`src/rtl/button_conditioner_if.sv`:
```
// Button conditioner port bundle: raw pushbutton inputs in, and the debounced levels,
// press pulses and summary flags out.
interface button_conditioner_if #(
  parameter int N_BTN = 4
);
  logic [N_BTN-1:0] btn_in;
  logic [N_BTN-1:0] btn_level;
  logic [N_BTN-1:0] btn_pulse;
  logic             any_held;
  logic             multi;

  modport master (
    output btn_in,
    input  btn_level, btn_pulse, any_held, multi
  );

  modport slave (
    input  btn_in,
    output btn_level, btn_pulse, any_held, multi
  );
endinterface

```
`src/rtl/button_conditioner.sv`:
```
// Per-button 2-FF synchroniser, counter debouncer and rising-edge one-shot; the pulses
// drive the lock FSM's z[] inputs, with one pulse for each physical press.
module button_conditioner #(
  parameter int N_BTN           = 4,
  parameter int DEBOUNCE_CYCLES = 500000
) (
  input  logic                 clk,
  input  logic                 rst,
  button_conditioner_if.slave  bus
);
  localparam int              CNT_W    = $clog2(DEBOUNCE_CYCLES) + 1;
  localparam logic [CNT_W-1:0] CNT_LAST = CNT_W'(DEBOUNCE_CYCLES - 1);

  logic [N_BTN-1:0] sync1_q, sync2_q;
  logic [N_BTN-1:0] db_q, db_d;
  logic [N_BTN-1:0] db_prev_q;
  logic [CNT_W-1:0] cnt_q [N_BTN];
  logic [CNT_W-1:0] cnt_d [N_BTN];
  logic [N_BTN-1:0] pulse;

  // Any cycle where the synchronised input agrees with the accepted level restarts the count.
  always_comb begin
    db_d = db_q;
    for (int i = 0; i < N_BTN; i++) begin
      cnt_d[i] = '0;
      if (sync2_q[i] != db_q[i]) begin
        if (cnt_q[i] == CNT_LAST) begin
          db_d[i] = sync2_q[i];
        end else begin
          cnt_d[i] = cnt_q[i] + CNT_W'(1);
        end
      end
    end
  end

  always_ff @(posedge clk or posedge rst) begin
    if (rst) begin
      sync1_q   <= '0;
      sync2_q   <= '0;
      db_q      <= '0;
      db_prev_q <= '0;
      for (int i = 0; i < N_BTN; i++) begin
        cnt_q[i] <= '0;
      end
    end else begin
      sync1_q   <= bus.btn_in;
      sync2_q   <= sync1_q;
      db_q      <= db_d;
      db_prev_q <= db_q;
      for (int i = 0; i < N_BTN; i++) begin
        cnt_q[i] <= cnt_d[i];
      end
    end
  end

  assign pulse         = db_q & ~db_prev_q;
  assign bus.btn_level = db_q;
  assign bus.btn_pulse = pulse;
  assign bus.any_held  = |db_q;
  // More than one bit set <=> clearing the lowest set bit leaves something behind.
  assign bus.multi     = (pulse & (pulse - N_BTN'(1))) != '0;
endmodule

```
`src/flat_wrapper.sv`:
```
// flat-port wrapper written by rule: the top's interface ports become plain ports
module button_conditioner_flat 
#(
  parameter int N_BTN           = 4,
  parameter int DEBOUNCE_CYCLES = 500000
)
  (clk, rst, bus_btn_in, bus_btn_level, bus_btn_pulse, bus_any_held, bus_multi);
  button_conditioner_if #(.N_BTN(N_BTN)) bus_i ();
  input  logic clk;
  input  logic rst;
  input wire logic [$bits(bus_i.btn_in)-1:0] bus_btn_in;
  output wire logic [$bits(bus_i.btn_level)-1:0] bus_btn_level;
  output wire logic [$bits(bus_i.btn_pulse)-1:0] bus_btn_pulse;
  output wire logic [$bits(bus_i.any_held)-1:0] bus_any_held;
  output wire logic [$bits(bus_i.multi)-1:0] bus_multi;
  assign bus_i.btn_in = bus_btn_in;
  assign bus_btn_level = bus_i.btn_level;
  assign bus_btn_pulse = bus_i.btn_pulse;
  assign bus_any_held = bus_i.any_held;
  assign bus_multi = bus_i.multi;
  button_conditioner #(.N_BTN(N_BTN), .DEBOUNCE_CYCLES(DEBOUNCE_CYCLES)) u_core (.clk(clk), .rst(rst), .bus(bus_i));
endmodule
```
`config.mk`:
```
export PLATFORM = sky130hd
export DESIGN_NAME = button_conditioner_flat
export DESIGN_NICKNAME = d
export VERILOG_FILES = /design/src/rtl/button_conditioner_if.sv /design/src/rtl/button_conditioner.sv /design/src/flat_wrapper.sv
export SDC_FILE = /design/constraint.sdc
export NUM_CORES = 1
export LEC_CHECK = 0
export ABC_AREA = 1
export CORE_ASPECT_RATIO = 0.75
export CORE_MARGIN = 4
export CORE_UTILIZATION = 51
export CTS_CLUSTER_SIZE = 28
export DETAILED_ROUTE_END_ITERATION = 6
export GPL_TIMING_DRIVEN = 0
export PLACE_DENSITY = 0.66
export SKIP_CTS_REPAIR_TIMING = 1
export SYNTH_ARGS = -nofsm -noshare
export SYNTH_HDL_FRONTEND = slang
export SYNTH_SLANG_ARGS = --single-unit
```
`constraint.sdc`:
```
create_clock -name clk -period 7.9 [get_ports clk]
set_input_delay 1.975 -clock clk [delete_from_list [all_inputs] [get_ports clk]]
set_output_delay 1.975 -clock clk [all_outputs]
set_load 0.01 [all_outputs]
```
---- After elaboration in Yosys (flattened, before gate mapping) ----
Index checks and enable logic that the tools add are counted.
cells by class
  add/sub/neg operators ................... 5
  $mul .................................... 0
  div/mod/pow operators ................... 0
  magnitude comparators ................... 0
  equality and inequality tests ........... 8
  shift operators ......................... 0
  muxes and demuxes ....................... 8
  bitwise gates (word level) .............. 3
  reduce and logical (&&, ||, !) cells .... 6
operator list
  cell                                                   number
  two-way mux 20 bit                                     8
  adder 20 x 1 -> 20 bit, second input constant          4
  equality test 20 x 19 -> 1 bit, second input constant  4
  bitwise AND 4 bit                                      2
  AND reduction 2 bit                                    4
  != test 1 bit                                          4
  NOT 4 bit                                              1
  nonzero test 4 bit                                     1
  OR reduction 4 bit                                     1
  subtractor 4 x 1 -> 4 bit, second input constant       1
word-level totals
  flip-flop bits (word level) ............. 96
  latch bits .............................. 0
  memory bits (writable) .................. 0
  bits in read-only memories .............. 0
  output and inout bits ................... 10
  word-level logic and storage cells ...... 41
  memories ................................ 0

---- Logic depth before layout (Yosys ltp) ----
  depth after elaboration ................. 5
  mapped depth ............................ 9

---- Worst setup path before layout ----
OpenSTA, ideal clock, no wires.
  path type ............................... register to output
  start point ............................. register u_core.db_q[1] (netlist: u_core.bus.btn_level[1])
  end point ............................... output bus_multi
  arrival time ............................ 1.110 ns
  path slack .............................. 4.815 ns
  cell stages (with the launch flop) ...... 4
  buffers on the path ..................... 0
  cells stage by stage .................... dfrtp_1 inv_1 or2_2 o21ai_0
between the ends
  word-level cells in the longest chain between the ends .. 4
RTL lines
  element                    line                      text
  start: declaration         button_conditioner.sv:15  logic [N_BTN-1:0] db_q, db_d;
  start signal: assignment   button_conditioner.sv:40  db_q <= '0;
  start signal: assignment   button_conditioner.sv:48  db_q <= db_d;
  bitwise AND 4 bit (*)      button_conditioner.sv:56  assign pulse = db_q & ~db_prev_q;
  subtractor 4 x 1 -> 4 bit  button_conditioner.sv:61  assign bus.multi = (pulse & (pulse - N_BTN'(1))) != '0;
  bitwise AND 4 bit (*)      button_conditioner.sv:61
  nonzero test 4 bit (*)     button_conditioner.sv:61
  end: declaration           flat_wrapper.sv:15        output wire logic [$bits(bus_i.multi)-1:0] bus_multi;
Mark *: on every way between the ends. The rest lies on a longest branch, timed or not.

---- Worst setup path in the final report ----
Same ends and word-level chain as after synthesis.

==> results.tsv <==
metric	value	unit
rows	31	
synth_cells	681	
vias	4262	
cts_tree	yes	
p_clk_share	44.9	%
ys_warn_count	0	
hold_slack	0.348	ns
wl	10800	µm
die_x	125	µm
path_clk_slew	0.06	ns
sw_frac_of_total	21.7	%
criticalPathCategory	flip-flop to output port	
dr.first_iter.drc_count	301	
first_global_vias	3959	
min_path_type	flip-flop to flip-flop	
leakage	2.61	nW
grt_pass1_wl	18500	µm
synth_seq_area_share	45.5	%
rrSetupSlack	6.25	ns
detail-route-antenna-nets	0	
nets	718	
setup_viol	0	
whs_path_depth	0	
dp_hpwl	7960	µm
final_area	5920	µm²
seqCellArea	2400	µm²
async_flop_share	100	%
grt_max_degree	69	
syn_to_final_growth	12.2	%
cts_max_level	3	
stdcell_count	845	
hold_start	u_core.sync1_q[3]$_DFF_PP0_	
tightest_slew	0.609	ns
grt_overflow	0	
slew_headroom	59.2	%
finalMaxSlewViolations	0	
r2r.worst_path.cells	6	
clk_latency	0.34	ns
irDropWorstVdd	0.125	mV
cts_root_buf	clkbuf_16	
use_met1	27.0	%
regToRegEndpoint	u_core.cnt_q[38]$_DFF_PP0_	
die_area	12100	µm²
fin_crit_sh	50.8	%
grt_busiest_layer	met2	
r2r-start	u_core.cnt_q[20]$_DFF_PP0_	
synth-edff-count	0	
place_inst	829	
synthFlopType	dfrtp_1	
multi_input_area	2530	µm²
grtUsageMet2	29.8	%
routabilityCongestion	0.931	
min_period	4.01	ns
syn_nets	691	
start_util	53.5	%
end_kind	output port	
pwr-share-seq	51.7	%
fill_cells	890	
arrival	2.04	ns
synth_area	5280	µm²
switching_power	0.211	mW
drv_cap	0	
grt_antenna_before_repair	0	
cts_made_buffers	9	
grt_use_met3	4.05	%
cts_buffer_depth	2	
rsz0062_at_grt	no	
synth_area_per_cell	7.75	µm²
drcViolationCount	0	
final_util	60.1	%
antenna_cells	0	
run_status	complete, no violations	
required	5.93	ns
die_h	96.1	µm
ys_ff_latch	96	
setup_tns	0	ns
first_pass_iters	7	
yosys.cell_types.count	32	
finalHoldViolations	0	
io_buffer_count	15	
global_route.usage.total	19.1	%
vias_per_cell	5.04	
path_max_fanout	5	
intPower	0.764	mW
wl_per_cell	12.7	µm
drive_above_1_share	11.2	%
cts.sinks	96	
clock_skew	0.00461	ns
place_area	5620	µm²
p_per_area	165	nW/µm²
core	9850	µm²
min_to	u_core.sync2_q[3]$_DFF_PP0_	
pwr-share-comb	3.5	%
max_freq	249	MHz
ios	16	
worstSetupStartpointType	flip-flop	
kinds of logic after synthesis:
group           share of synthesized area, %
buf+inv                                 6.52
xor+xnor                                6.40
fa+ha+maj                              0.949
simple gates                            38.0
flops                                   45.5
compound gates                          2.56
Yosys cell counts (5+ instances only):
library cell,number,area (µm²)
inv_2,6,22.5
xor2_1,25,219
xnor2_1,8,70.1
nand2_2,15,93.8
nor3_1,10,50.1
nor3b_1,5,37.5
dfrtp_1,96,2400
nand2_1,130,488
a21oi_1,7,35.0
nor2_1,158,593
o21ai_1,7,35.0
nand3_1,57,285
nand4_1,12,75.1
nor2_2,16,100
inv_1,83,312
nor2_4,12,135
o21ai_0,7,35.0
flip-flops by register name (all words and copies together), names as in the netlist:
register and cells:
u_core.bus.btn_level 4, u_core.cnt_q 80, u_core.db_prev_q 4, u_core.sync1_q 4
u_core.sync2_q 4
stage by stage:
step	setup WS [ns]	power, mW
after floorplan	3.42	0.534
after global placement	1.99	0.544
after detailed placement	4.23	0.548
after CTS	3.85	0.989
after global routing	3.80	1.02
final	3.89	0.975
power groups by stage:
| stage | Clock (mW) | Combinational [mW] | Sequential (mW) |
|---|---|---|---|
| 2_1_floorplan | 0 | 0.0229 | 0.512 |
| 3_3_place_gp | 0 | 0.0318 | 0.512 |
| 3_5_place_dp | 0 | 0.0350 | 0.513 |
| 4_1_cts | 0.451 | 0.0351 | 0.503 |
| 5_1_grt | 0.474 | 0.0400 | 0.504 |
| 6_report | 0.437 | 0.0338 | 0.504 |
cell usage in the layout (no fill, tap or decap), types with 8 or more instances in the layout:
cell type	instances
clkbuf_16	9
nand2_2	15
nand2_1	130
clkdlybuf4s50_1	15
dfrtp_1	96
xor2_1	25
xnor2_1	8
inv_1	82
nor2_1	158
nor2_4	12
nand4_1	12
nand3_1	57
nor3_1	10
nor2_2	16
worst max-delay path by stage:
stage	startpoint	end	slack [ns]	cells past startpoint
floorplan	rst	u_core.bus.btn_level[0]$_DFFE_PP0P_	3.42	1
detailed placement	u_core.bus.btn_level[1]$_DFFE_PP0P_	bus_multi	4.23	6
global placement	rst	u_core.cnt_q[74]$_DFF_PP0_	1.99	2
finish	u_core.bus.btn_level[1]$_DFFE_PP0P_	bus_multi	3.89	6
global route	u_core.bus.btn_level[1]$_DFFE_PP0P_	bus_multi	3.80	6
CTS	u_core.bus.btn_level[1]$_DFFE_PP0P_	bus_multi	3.85	6
final cells by class:
cell class / count / share of cell area (%)
Tap cell: 132 / 2.79
Buffer: 2 / 0.169
Clock inverter: 4 / 0.909
Inverter: 89 / 5.68
Clock buffer: 12 / 4.16
Multi-Input combinational cell: 494 / 42.7
Sequential cell: 96 / 40.6
Timing Repair Buffer: 16 / 3.00
worst max-delay path: stages, from the launching register on:
cell and delay, ns:
dfrtp_1 0.49, inv_1 0.09, or2_2 0.30, nand3_1 0.09, o21ai_0 0.07, o21ai_0 0.08, clkdlybuf4s50_1 0.57
layer usage:
layer	wire length [µm]	vias to the layer above
li1	-	2167
met1	5440	2003
met2	4790	84
met3	435	8
met4	111	0
met5	0	-
Power figures use the tool's default switching activity.
